[src/rtl/output_display.sv]
`timescale 1ns/1ps
`default_nettype none
// ============================================================================
//  Module   : output_display
//  Purpose  : Memory-mapped output peripheral for the MIPS core. A CPU write
//             latches an unsigned value, a sequential shift-add-3 engine
//             converts it to BCD, and the result drives active-low
//             seven-segment digits with leading-zero blanking. The CPU is
//             stalled through halt_from_output while the conversion runs.
//  Option   : OUTPUT_DISPLAY_WAIT_ACK_EN - when defined, the stall is held
//             after each conversion until a fresh button press.
//  Ports    : clock            rising-edge system clock
//             reset            synchronous, active-low reset
//             write_enable     CPU output write strobe
//             value            unsigned value to display
//             button           acknowledge button (active-high, synchronized)
//             halt_from_output registered CPU stall request
//             segments         7*DIGITS active-low segments, gfedcba per digit,
//                              digit 0 least significant
//  Revision : 1.0 - initial release
// ============================================================================
module output_display #(
    parameter int DATA_WIDTH = 26,
    parameter int DIGITS     = 8
) (
    input  logic                    clock,
    input  logic                    reset,
    input  logic                    write_enable,
    input  logic [DATA_WIDTH-1:0]   value,
    input  logic                    button,
    output logic                    halt_from_output,
    output logic [7*DIGITS-1:0]     segments
);

    localparam int c_count_w = (DATA_WIDTH > 1) ? $clog2(DATA_WIDTH) : 1;
    localparam int c_bcd_w   = 4 * DIGITS;

    typedef enum logic [1:0] {
        IDLE     = 2'd0,
        CONVERT  = 2'd1,
        WAIT_ACK = 2'd2,
        SHOW     = 2'd3
    } state_t;

    state_t                 r_state;
    logic                   r_halt;
    logic [7*DIGITS-1:0]    r_segments;
    logic [DATA_WIDTH-1:0]  r_shift;
    logic [c_bcd_w-1:0]     r_bcd;
    logic [c_count_w-1:0]   r_count;
    // Set once all DATA_WIDTH shifts are done; the following cycle loads
    // the display from the finished BCD accumulator.
    logic                   r_last;

    logic [c_bcd_w-1:0]     w_bcd_adj;
    logic [7*DIGITS-1:0]    w_seg_next;
    logic                   w_blank;

`ifdef OUTPUT_DISPLAY_WAIT_ACK_EN
    // Previous button level; a press is button=1 while this is 0.
    logic                   r_is_pressed;
`else
    logic                   w_unused_button;
    assign w_unused_button = button;
`endif

    function automatic logic [6:0] seg_encode(input logic [3:0] digit);
        case (digit)
            4'd0:    seg_encode = 7'b1000000;
            4'd1:    seg_encode = 7'b1111001;
            4'd2:    seg_encode = 7'b0100100;
            4'd3:    seg_encode = 7'b0110000;
            4'd4:    seg_encode = 7'b0011001;
            4'd5:    seg_encode = 7'b0010010;
            4'd6:    seg_encode = 7'b0000010;
            4'd7:    seg_encode = 7'b1111000;
            4'd8:    seg_encode = 7'b0000000;
            4'd9:    seg_encode = 7'b0010000;
            default: seg_encode = 7'b1111111;
        endcase
    endfunction

    // Add-3 correction applied to every nibble before each shift.
    always_comb begin
        w_bcd_adj = r_bcd;
        for (int i = 0; i < DIGITS; i++) begin
            if (r_bcd[4*i +: 4] >= 4'd5) begin
                w_bcd_adj[4*i +: 4] = r_bcd[4*i +: 4] + 4'd3;
            end
        end
    end

    // Walk from the top digit down; blanking stops at the first nonzero
    // digit, and digit 0 is always shown so zero displays as "0".
    always_comb begin
        w_seg_next = '1;
        w_blank    = 1'b1;
        for (int i = DIGITS - 1; i >= 0; i--) begin
            if ((r_bcd[4*i +: 4] != 4'd0) || (i == 0)) begin
                w_blank = 1'b0;
            end
            if (!w_blank) begin
                w_seg_next[7*i +: 7] = seg_encode(r_bcd[4*i +: 4]);
            end
        end
    end

    always_ff @(posedge clock) begin
        if (!reset) begin
            r_state      <= IDLE;
            r_halt       <= 1'b0;
            r_segments   <= '1;
            r_shift      <= '0;
            r_bcd        <= '0;
            r_count      <= '0;
            r_last       <= 1'b0;
`ifdef OUTPUT_DISPLAY_WAIT_ACK_EN
            r_is_pressed <= 1'b1;
`endif
        end else begin
`ifdef OUTPUT_DISPLAY_WAIT_ACK_EN
            r_is_pressed <= button;
`endif
            case (r_state)
                IDLE, SHOW: begin
                    // Old digits stay on the display until the new result loads.
                    if (write_enable) begin
                        r_shift <= value;
                        r_bcd   <= '0;
                        r_count <= c_count_w'(DATA_WIDTH - 1);
                        r_last  <= 1'b0;
                        r_halt  <= 1'b1;
                        r_state <= CONVERT;
                    end
                end
                CONVERT: begin
                    if (!r_last) begin
                        r_bcd   <= {w_bcd_adj[c_bcd_w-2:0], r_shift[DATA_WIDTH-1]};
                        r_shift <= r_shift << 1;
                        if (r_count == '0) begin
                            r_last <= 1'b1;
                        end else begin
                            r_count <= r_count - c_count_w'(1);
                        end
                    end else begin
                        r_segments <= w_seg_next;
`ifdef OUTPUT_DISPLAY_WAIT_ACK_EN
                        r_state    <= WAIT_ACK;
`else
                        r_halt     <= 1'b0;
                        r_state    <= SHOW;
`endif
                    end
                end
`ifdef OUTPUT_DISPLAY_WAIT_ACK_EN
                WAIT_ACK: begin
                    if (button && !r_is_pressed) begin
                        r_halt  <= 1'b0;
                        r_state <= SHOW;
                    end
                end
`endif
                default: begin
                    r_state <= IDLE;
                end
            endcase
        end
    end

    assign halt_from_output = r_halt;
    assign segments         = r_segments;

endmodule
`default_nettype wire

[config.mk]
export PLATFORM = sky130hd
export DESIGN_NAME = output_display
export DESIGN_NICKNAME = d
export VERILOG_FILES = /design/src/rtl/output_display.sv
export SDC_FILE = /design/constraint.sdc
export NUM_CORES = 1
export LEC_CHECK = 0
export CORE_MARGIN = 2
export CORE_UTILIZATION = 25
export DETAILED_ROUTE_END_ITERATION = 10
export PLACE_DENSITY = 0.42
export RECOVER_POWER = 100
export SYNTH_ARGS = -nofsm -noshare
export SYNTH_HDL_FRONTEND = slang
export SYNTH_SLANG_ARGS = --single-unit
[constraint.sdc]
create_clock -name clock -period 3.4 [get_ports clock]
set_clock_uncertainty 0.05 [all_clocks]
set_input_delay 0.68 -clock clock [delete_from_list [all_inputs] [get_ports clock]]
set_output_delay 0.68 -clock clock [all_outputs]
set_load 0.01 [all_outputs]
; Word level (Yosys, flattened, before mapping)
; Memories as Yosys holds them, arrays and structs flattened. A register that Yosys moved wholly into a read port is not among the register bits.
; Cells that the tools add are included.
[op_classes]
n_addsub = 9
n_mux = 56
n_eq_ne = 6
reduce_logical = 18
magnitude_cmp = 8
[op_table]
columns = operator, n
row1 = $mux 4, 21
row2 = $mux 32, 2
row3 = $pmux 32 s2, 1
row4 = $mux 26, 2
row5 = $pmux 26 s2, 1
row6 = $mux 7, 7
row7 = $ge 4x3->1 const B, 8
row8 = $add 4x2->4 const B, 7
row9 = $reduce_bool 4->1, 7
row10 = $mux 5, 3
row11 = $mux 1, 12
row12 = $pmux 5 s2, 1
row13 = $ne 2x2->1 const B, 4
row14 = $reduce_and 2->1, 3
row15 = $reduce_and 3->1, 2
row16 = $logic_not 5->1, 1
row17 = $sub 5x1->5 const B, 1
row18 = $mux 2, 2
row19 = $pmux 1 s2, 2
row20 = $pmux 2 s2, 1
row21 = $reduce_and 4->1, 1
row22 = $add 3x2->3 const B, 1
row23 = $mux 3, 1
row24 = $eq 2x1->1 const B, 1
row25 = 5 further kinds, 5
[totals]
elab_cells = 112
romBits = 896
input_bits = 30
mem_count = 8
out_inout_bits = 57
register_bits = 123
[memory_table]
columns = name, depth, width, rd, rd_ports_with_merged_regs, write_ports, line
row1 = (no name shown), 16, 7, 1, 1, 0, 68  ; case (digit)
row2 = (no name shown), 16, 7, 1, 1, 0, 68
row3 = (no name shown), 16, 7, 1, 1, 0, 68
row4 = (no name shown), 16, 7, 1, 1, 0, 68
row5 = (no name shown), 16, 7, 1, 1, 0, 68
row6 = (no name shown), 16, 7, 1, 1, 0, 68
row7 = +2 memories, n/a, n/a, n/a, n/a, n/a, n/a

; Longest topological paths before layout
; Gate-level depths: netlist of run 1.
[depth]
depth_word = 9
depth_mapped = 14
mapped_depth_nobuf = 12

; Worst setup path before layout of run 1
; No wires, ideal clock.
[synth_timing]
path_type = reg2reg
startpoint = reg r_state[0]
endpoint = reg with a tool-made name
setup_slack_ns = 0.786
required_ns = 3.259
t_arrival_ns = 2.473
path_buffers = 2
setup_ns = 0.091
stages_incl_launch_ff = 13
period_less_slack_ns = 2.614
path_cell_list = dfxtp_1 > inv_1 > ha_1 > mux2_2 > nand2_2 > buf_2 > buf_2 > a22oi_1 > nor2_1 > inv_1 > ha_1 > nor3b_1 > a311oi_1
[synth_lines]
columns = element, line
row1 = start: declaration, 45  ; state_t r_state;
row2 = start signal: assignment, 110  ; r_state <= IDLE;
row3 = start signal: assignment, 133  ; r_state <= CONVERT;
row4 = start signal: assignment, 151  ; r_state <= SHOW;

==> flow_metrics.py, run 1 <==
metrics = {
    "logic_synthesis": {
        "yosysSeqAreaShare_pct": 41.1,
        "yosys-top-cells-area": "dfxtp_1, ha_1, nor2_1, mux2i_1, nand2_1",
        "syn_area_per_cell_um2": 8.94,
        "synth_edf_count": 0,
        "ys_warn_count": 0,
        "ys.flop_type": "dfxtp_1",
        "yosys-top-cells-count": "dfxtp_1, nor2_1, nand2_1",
        "synth_nets": 1030,
        "synth.most_common_cell": "dfxtp_1",
        "netlist_instances": 936,
        "yosysUniqueCellTypes": 78,
        "synth_top_area_share_pct": 41.1,
        "syn-cell-area_mm2": 0.00837,
        "async_reset_ff_share_pct": 0,
        "ys_ff_latch": 172,
        "yosysTopAreaCell": "dfxtp_1",
    },
    "job": {
        "cap_violations": 0,
    },
    "cells_and_area": {
        "synthToLayoutAreaGrowth_pct": 22.3,
        "num-fill-cells": 3546,
        "postLayoutCoreUtil_pct": 30.8,
        "antennaDiodeCount": 0,
        "layout-drive-gt1-share_pct": 7.21,
        "fin_nets": 1107,
        "stdcell_count": 1474,
    },
    "critical_path": {
        "r2r_setup_slack_ns": 0.33,
        "r2r_start": "r_state[0]$_SDFFE_PN0P_",
        "path_class": "reg2reg",
        "crit_required_ns": 3.64,
        "cp-start-kind": "register",
        "critPathCaptureType": "register",
        "cp_max_fo": 18,
        "cp.arrival_ns": 3.31,
        "rr_worst_depth": 10,
    },
    "grt": {
        "gr-total-overflow": 0,
        "grt_first_pass_wirelength_um": 34600,
        "grt_pass1_vias": 6700,
        "grt-busiest-layer": "met2",
        "use_met2_pct": 20.0,
        "grt_use_total_pct": 12.2,
        "use_met3_pct": 3.11,
        "grtUsageMet1_pct": 15.6,
        "grt_max_degree": 56,
        "antenna_found_initial": 0,
    },
    "floorplan": {
        "io_pins": 87,
        "die_h_um": 187,
        "coreArea_mm2": 0.0333,
        "start_util_pct": 25.2,
        "rows": 67,
        "dieArea_mm2": 0.0350,
        "die_w_um": 187,
    },
    "placement": {
        "placed_cells": 1442,
        "place_hpwl_um": 14300,
        "gp_congestion": 0.770,
        "io_buffers": 85,
    },
    "route": {
        "num_vias": 6780,
        "wl_per_cell_um": 14.2,
        "finalWirelength_um": 20900,
        "vias_per_cell": 4.60,
        "drtAntennaViolNets": 0,
        "drtIter0Drc": 391,
        "drtPass1Iterations": 5,
        "drc": 0,
    },
    "timing": {
        "fin_crit_sh_pct": 90.3,
        "setup_tns_ns": 0,
        "timing.hold.ws_ns": 0.385,
        "slew_viol_final": 0,
        "slew_headroom_pct": 32.3,
        "finalSetupViolCount": 0,
        "hold_viol": 0,
        "fmax_mhz": 326,
        "worst_pin_slew_ns": 1.02,
        "grt_setup_unrepaired": "false",
        "post-route-min-period_ns": 3.07,
    },
    "clock_network": {
        "cts_tree": "done",
        "htreeDepth": 4,
        "cts_hold_buf": 0,
        "cts_setup_buffers": 0,
        "cts.repair.resized": 0,
        "numCtsBuffers": 17,
        "cts_root_buf": "clkbuf_16",
        "clock-sinks": 172,
        "clkTransAtPathRegs_ns": 0.07,
        "cts_buffer_depth": 2,
        "clock_latency_ns": 0.44,
    },
    "run_status": {
        "status": "finished, final reports clean",
    },
    "worst_hold_path": {
        "holdPathStages": 1,
        "hold_end": "segments[11]$_SDFFE_PN1P_",
        "hold_class": "reg2reg",
    },
    "power_and_ir_drop": {
        "leakagePower_nw": 3.93,
        "power_density_mw_per_mm2": 436,
        "peakVddDrop_v": 0.000346,
        "finalPower_mw": 4.46,
    },
}
routing by layer:
layer  routed length [um]  part of all wire [%]  vias up
li1                     -                     -     3488
met1                10200                    49     3160
met2                 9530                    46      115
met3                  899                   4.3       17
met4                  270                   1.3        0
met5                    0                     0        -
cell usage in the layout (no fill, tap or decap), types with 13 or more instances in the layout:
master           count
a211oi_1            36
a21oi_1             45
a31oi_1             22
clkbuf_16           17
clkdlybuf4s50_1     27
dfxtp_1            172
dlygate4sd3_1       57
ha_1                63
inv_1               63
mux2i_1             30
nand2_1             77
nand2b_1            21
nand3_1             15
nor2_1              87
nor3_1              15
o21ai_0             40
o22a_1              19
o22ai_1             29
xnor2_1             13
worst max-delay path: stages, from the launching register on:
cell and delay [ns]:
dfxtp_1 0.37, inv_1 0.06, ha_1 0.39, mux2_1 0.29, nand2_2 0.28, clkbuf_1 0.22
and2_0 0.19, o21ai_0 0.56, inv_2 0.17, nor3_4 0.27, a31oi_1 0.08
cells by family (layout without fill, tap and decap cells):
logic type / count (synthesis) / count (layout) / synth area share, %
xor+xnor: 13 / 13 / 1.36
fa+ha+maj: 64 / 64 / 9.57
buf+inv: 115 / 205 / 5.54
compound gates: 270 / 270 / 22.8
flops: 172 / 172 / 41.1
simple gates: 271 / 271 / 15.9
mux: 31 / 31 / 3.72
through the flow:
stage	worst slack [ns]	instance area, um^2
2_1_floorplan	0.786	8370
3_3_place_gp	0.209	9730
3_5_place_dp	0.157	9730
4_1_cts	0.480	10300
5_1_grt	0.111	10200
6_report	0.330	10200
how the worst max path moves through the flow:
stage	start	end	slack (ns)	cells past startpoint
after floorplan	r_state[0]$_SDFFE_PN0P_	register	0.79	12
after global placement	write_enable	register	0.21	11
after detailed placement	write_enable	register	0.16	11
after CTS	r_state[0]$_SDFFE_PN0P_	register	0.48	12
after global routing	r_state[0]$_SDFFE_PN0P_	register	0.11	9
final	r_state[0]$_SDFFE_PN0P_	register	0.33	10
report_power, final:
part           internal (mW)  leakage [nW]  switching (mW)
sequential              2.07          1.40          0.0322
combinational          0.145          2.25           0.230
clock                   1.10         0.286           0.890
layout make-up:
cell class | count | area [um^2] | area share (%)
timing repair buffer | 108 | 976 | 9.53
tap | 448 | 561 | 5.47
clock inverter | 14 | 156 | 1.53
inverter | 65 | 244 | 2.38
sequential | 172 | 3440 | 33.6
multi-input combinational | 649 | 4430 | 43.3
clock buffer | 18 | 429 | 4.19
Power figures use the tool's default switching activity.
==> inputs of run 2 (changes only) <==
--- a/config.mk
+++ b/config.mk
@@ -5,8 +5,10 @@
 export SDC_FILE = /design/constraint.sdc
 export NUM_CORES = 1
 export LEC_CHECK = 0
+export ABC_AREA = 1
 export CORE_MARGIN = 2
 export CORE_UTILIZATION = 25
+export CTS_CLUSTER_DIAMETER = 120
 export DETAILED_ROUTE_END_ITERATION = 10
 export PLACE_DENSITY = 0.42
 export RECOVER_POWER = 100
==> run 2 against run 1 <==
  * Combinational power rose to 3.0 times the previous value
  * Clock-buffer cell count up 2
  * Critical path type unchanged
  * Sequential share of layout area down 0.069 points
  * Power up 22%
  * Largest power group unchanged
==> flow_metrics.py, run 2 <==
metrics = {
    "route": {
        "num_vias": 7212,
        "drtIter0Drc": 249,
        "drtAntennaViolNets": 0,
        "drc": 0,
        "vias_per_cell": 4.32,
        "finalWirelength_um": 20300,
        "drtPass1Iterations": 4,
        "wl_per_cell_um": 12.1,
    },
    "timing": {
        "post-route-min-period_ns": 3.02,
        "fin_crit_sh_pct": 88.9,
        "finalSetupViolCount": 0,
        "slew_viol_final": 0,
        "fmax_mhz": 331,
        "setup_tns_ns": 0,
        "worst_pin_slew_ns": 0.989,
        "grt_setup_unrepaired": "false",
        "slew_headroom_pct": 33.4,
        "hold_viol": 0,
    },
    "grt": {
        "grt_use_total_pct": 12.0,
        "antenna_found_initial": 1,
        "grt_max_degree": 54,
        "grt_pass1_vias": 6872,
        "gr-total-overflow": 0,
        "grt_first_pass_wirelength_um": 34300,
    },
    "cells_and_area": {
        "final_cell_mix": "nand2_1, dfxtp_1, inv_1, nand3_1, ha_1",
        "layout-drive-gt1-share_pct": 7.53,
        "synthToLayoutAreaGrowth_pct": 21.4,
        "fin_nets": 1302,
        "final_common_cell": "nand2_1",
        "postLayoutCoreUtil_pct": 30.7,
    },
    "logic_synthesis": {
        "yosysSeqAreaShare_pct": 40.7,
        "yosysTopAreaCell": "dfxtp_1",
        "synth_edf_count": 0,
        "ys_ff_latch": 172,
        "ys.flop_type": "dfxtp_1",
        "synth_top_area_share_pct": 40.7,
        "yosys-top-cells-area": "dfxtp_1, nand2_1, ha_1, nand3_1, inv_1",
        "syn-cell-area_mm2": 0.00845,
        "async_reset_ff_share_pct": 0,
        "yosysUniqueCellTypes": 36,
        "netlist_instances": 1129,
        "ys_warn_count": 0,
        "syn_area_per_cell_um2": 7.49,
        "yosys-top-cells-count": "nand2_1, dfxtp_1, inv_1",
        "synth.most_common_cell": "nand2_1",
        "synth_nets": 1223,
    },
    "floorplan": {
        "die_h_um": 188,
        "coreArea_mm2": 0.0334,
        "start_util_pct": 25.3,
        "die_w_um": 188,
        "rows": 67,
        "dieArea_mm2": 0.0353,
        "io_pins": 87,
    },
    "clock_network": {
        "cts_root_buf": "clkbuf_16",
        "clock_latency_ns": 0.45,
        "cts_tree": "done",
        "clock-sinks": 172,
        "cts_setup_buffers": 0,
        "htreeDepth": 4,
        "cts.repair.resized": 0,
        "clkTransAtPathRegs_ns": 0.07,
        "numCtsBuffers": 17,
        "cts_buffer_depth": 2,
        "cts_hold_buf": 0,
    },
    "critical_path": {
        "crit_required_ns": 3.68,
        "cp-start-kind": "register",
        "critPathCaptureType": "register",
        "cp.arrival_ns": 3.30,
        "path_class": "reg2reg",
        "cp_max_fo": 18,
    },
    "power_and_ir_drop": {
        "p_sw_mw": 1.69,
        "peakVddDrop_v": 0.000378,
        "clockPowerShare_pct": 36.8,
        "power_switching_share_pct": 31.1,
        "leakagePower_nw": 4.69,
        "seqPwrFrac_pct": 42.8,
        "power_frac_comb_pct": 20.4,
        "p_int_mw": 3.74,
        "power_density_mw_per_mm2": 529,
    },
    "placement": {
        "place_hpwl_um": 14300,
        "gp_congestion": 0.781,
        "io_buffers": 85,
    },
    "job": {
        "cap_violations": 0,
    },
    "run_status": {
        "status": "finished, final reports clean",
    },
    "worst_hold_path": {
        "hold_class": "reg2reg",
    },
}
run 2: changes by cell type after synthesis, moves of 19 or more:
cell | previous run | this run
o21ai_0 | 33 | 56
a211oi_1 | 36 | 1
o22a_1 | 19 | 0
mux2i_1 | 30 | 0
nand3_1 | 15 | 89
nand2b_1 | 21 | 0
inv_1 | 60 | 99
nand2_1 | 77 | 362
nor2_1 | 87 | 42
a21oi_1 | 45 | 24
run 2: layout make-up:
| class | instances | area, um^2 |
|---|---|---|
| Fill cell | 3608 | 23200 |
| Timing Repair Buffer | 103 | 976 |
| Antenna cell | 1 | 2.50 |
| Tap cell | 448 | 561 |
| Sequential cell | 172 | 3440 |
| Clock buffer | 20 | 457 |
| Clock inverter | 12 | 135 |
| Multi-Input combinational cell | 803 | 4270 |
| Inverter | 111 | 417 |
run 2: layer usage:
layer	routed length (um)	track usage, %
met2	9180	19.3
met1	10100	15.4
met4	269	4.60
met5	0	0
met3	679	3.14
run 2: worst max-delay path, stage by stage (launching register included):
cell	delay [ns]
dfxtp_1	0.33
inv_1	0.06
ha_1	0.51
nand2_4	0.27
nand3_1	0.21
inv_2	0.15
o21ai_0	0.45
nand2_1	0.24
inv_1	0.14
ha_1	0.25
nand3_1	0.09
nand2_1	0.05
nand2_1	0.05
nand2_1	0.05
run 2: worst paths after layout:
kind / to / startpoint / depth (start not counted) / slack, ns
max: register / r_state[1]$_SDFFE_PN0P_ / 13 / 0.38
min: segments[30]$_SDFFE_PN1P_ / register / 2 / 0.39
max reg2reg: register / r_state[1]$_SDFFE_PN0P_ / 13 / 0.38
min reg2reg: segments[30]$_SDFFE_PN1P_ / register / 2 / 0.39
run 2: stage by stage:
stage | instance area, um^2 | worst slack [ns] | hold WS, ns | std cells | power, mW
6_report | 10300 | 0.376 | 0.394 | 1670 | 5.42
5_1_grt | 10300 | 0.0966 | 0.410 | 1669 | 5.78
4_1_cts | 10400 | 0.437 | 0.398 | 1669 | 5.60
3_5_place_dp | 9760 | 0.380 | 0.383 | 1637 | 3.55
3_3_place_gp | 9760 | 0.415 | 0.380 | 1637 | 3.54
2_1_floorplan | 8450 | 1.15 | 0.370 | 1129 | 3.18
run 2: power by group through the flow:
stage	combinational, mW	clock, mW	sequential (mW)
floorplan	0.817	0	2.37
global placement	1.17	0	2.37
detailed placement	1.17	0	2.37
CTS	1.18	2.09	2.33
global route	1.27	2.16	2.35
finish	1.11	1.99	2.32
run 2: cells by family (layout without fill, tap and decap cells):
| family | after synthesis | count (layout) | synth area share [%] |
|---|---|---|---|
| simple gates | 563 | 563 | 29.4 |
| compound gates | 174 | 174 | 12.5 |
| flops | 172 | 172 | 40.7 |
| buf+inv | 154 | 246 | 7.74 |
| fa+ha+maj | 64 | 64 | 9.47 |
| xor+xnor | 2 | 2 | 0.207 |
| other cells | 0 | 1 | 0 |
==> inputs of run 3 (changes only) <==
--- a/config.mk
+++ b/config.mk
@@ -10,6 +10,7 @@
 export CORE_UTILIZATION = 25
 export CTS_CLUSTER_DIAMETER = 120
 export DETAILED_ROUTE_END_ITERATION = 10
+export MAX_ROUTING_LAYER = met4
 export PLACE_DENSITY = 0.42
 export RECOVER_POWER = 100
 export SYNTH_ARGS = -nofsm -noshare
==> run 3 against run 2 <==
  * Clock power barely moved
  * Final cell count did not move
  * Flip-flop and latch count did not move
==> flow_metrics.py, run 3 (same netlist as run 2, synthesis figures left out) <==
metrics = {
    "run_status": {
        "status": "finished, final reports clean",
    },
    "critical_path": {
        "r2r_setup_slack_ns": 0.40,
        "worst_path_most_repeated_cell": "nand2_1",
        "crit_required_ns": 3.69,
        "critical_path.max_stage_delay_ns": 0.50,
        "critPathCaptureType": "register",
        "cp.arrival_ns": 3.29,
        "critical_path.top_delay_family": "simple AND/OR/NAND/NOR gates",
        "path_class": "reg2reg",
        "cp_num_buf_inv": 3,
        "cp_slowest_cell": "ha_1",
        "path_cells": "inv_1 > ha_1 > nand2_4 > nand3_1 > inv_2 > o21ai_0 > nand2_1 > inv_1 > ha_1 > nand3_1 > nand2_1 > nand2_1 > nand2_1",
        "cp-start-kind": "register",
        "cp_max_fo": 18,
    },
    "clock_network": {
        "clock_latency_ns": 0.45,
        "cts.repair.resized": 0,
        "cts_tree": "done",
        "cts_root_buf": "clkbuf_16",
        "htreeDepth": 4,
        "cts_hold_buf": 0,
        "numCtsBuffers": 17,
        "cts_buffer_depth": 2,
        "clkTransAtPathRegs_ns": 0.07,
        "cts_setup_buffers": 0,
        "clock-sinks": 172,
    },
    "cells_and_area": {
        "fin_nets": 1302,
        "synthToLayoutAreaGrowth_pct": 21.4,
        "num-fill-cells": 3611,
        "final_common_cell": "nand2_1",
        "stdcell_count": 1670,
        "layout-drive-gt1-share_pct": 7.53,
        "final_cell_mix": "nand2_1, dfxtp_1, inv_1, nand3_1, ha_1",
    },
    "timing": {
        "finalSetupViolCount": 0,
        "grt_setup_unrepaired": "false",
        "hold_viol": 0,
        "fin_ws_ns": 0.397,
        "setup_tns_ns": 0,
        "post-route-min-period_ns": 3.00,
        "worst_pin_slew_ns": 0.989,
        "slew_headroom_pct": 33.4,
        "slew_viol_final": 0,
        "fmax_mhz": 333,
        "timing.hold.ws_ns": 0.394,
        "fin_crit_sh_pct": 88.3,
    },
    "grt": {
        "grt-busiest-layer": "met2",
        "gr-total-overflow": 0,
        "use_met3_pct": 2.79,
        "use_met2_pct": 19.3,
        "grtUsageMet1_pct": 15.5,
        "grt_max_degree": 54,
        "antenna_found_initial": 1,
        "grt_first_pass_wirelength_um": 34200,
        "grt_pass1_vias": 6872,
        "grt_use_total_pct": 12.3,
    },
    "placement": {
        "placed_cells": 1637,
        "gp_congestion": 0.792,
        "io_buffers": 85,
        "place_hpwl_um": 14300,
        "dp_slack_ns": 0.380,
    },
    "floorplan": {
        "start_util_pct": 25.3,
        "io_pins": 87,
        "rows": 67,
        "dieArea_mm2": 0.0353,
        "die_w_um": 188,
        "die_h_um": 188,
        "coreArea_mm2": 0.0334,
    },
    "route": {
        "num_vias": 7248,
        "vias_per_cell": 4.34,
        "drc": 0,
        "wl_per_cell_um": 12.1,
        "drtIter0Drc": 243,
        "drtPass1Iterations": 5,
        "finalWirelength_um": 20300,
        "drtAntennaViolNets": 0,
    },
    "power_and_ir_drop": {
        "power_density_mw_per_mm2": 529,
        "seqPwrFrac_pct": 42.8,
        "power_switching_share_pct": 31.2,
        "clockPowerShare_pct": 36.8,
        "p_int_mw": 3.74,
        "peakVddDrop_v": 0.000375,
        "leakagePower_nw": 4.69,
        "p_sw_mw": 1.69,
        "power_frac_comb_pct": 20.5,
        "finalPower_mw": 5.43,
    },
    "job": {
        "cap_violations": 0,
    },
    "worst_hold_path": {
        "hold_class": "reg2reg",
    },
}
run 3: cell counts in the layout (fill, tap and decap cells not counted):
Identical to the previous run, type by type.
run 3: layout make-up:
type                    instances  area (um^2)  area share (%)
repair buffers                103          976            9.51
well taps                     448          561            5.46
inverters                     111          417            4.06
clock buffers                  20          457            4.45
flip-flops and latches        172         3440            33.6
diodes                          1         2.50          0.0244
clock inverters                12          135            1.32
multi-input cells             803         4270            41.6
run 3: stage by stage:
stage | utilization (%) | instance area [um^2]
floorplan | - | 8450
global placement | 29.2 | 9760
detailed placement | 29.2 | 9760
CTS | 31.0 | 10400
global route | 30.7 | 10300
finish | 30.7 | 10300
run 3: final timing paths:
path	start	to	cells past startpoint
worst max-delay path	r_state[1]$_SDFFE_PN0P_	register	13
worst min-delay path	register	segments[30]$_SDFFE_PN1P_	2
worst max register to register	r_state[1]$_SDFFE_PN0P_	register	13
worst min register to register	register	segments[30]$_SDFFE_PN1P_	2
run 3: per-layer routing:
metal | wire, um | vias to the layer above
li1 | - | 3852
met1 | 10100 | 3281
met2 | 9170 | 99
met3 | 724 | 16
met4 | 300 | 0
met5 | 0 | -
run 3: worst register-to-register path, delay by kind of cell, from the launching register on:
kind	cells	cell delay, ns
AO/OA/AOI/OAI	1	0.45
adder cells (fa/ha/maj)	2	0.75
buffers and inverters	3	0.35
flip-flops	1	0.33
AND/OR/NAND/NOR	7	0.96
run 3: power by group through the flow:
stage / clock network (mW) / registers [mW] / logic [mW]
2_1_floorplan: 0 / 2.37 / 0.817
3_3_place_gp: 0 / 2.37 / 1.17
3_5_place_dp: 0 / 2.37 / 1.17
4_1_cts: 2.09 / 2.33 / 1.18
5_1_grt: 2.16 / 2.35 / 1.27
6_report: 2.00 / 2.32 / 1.11
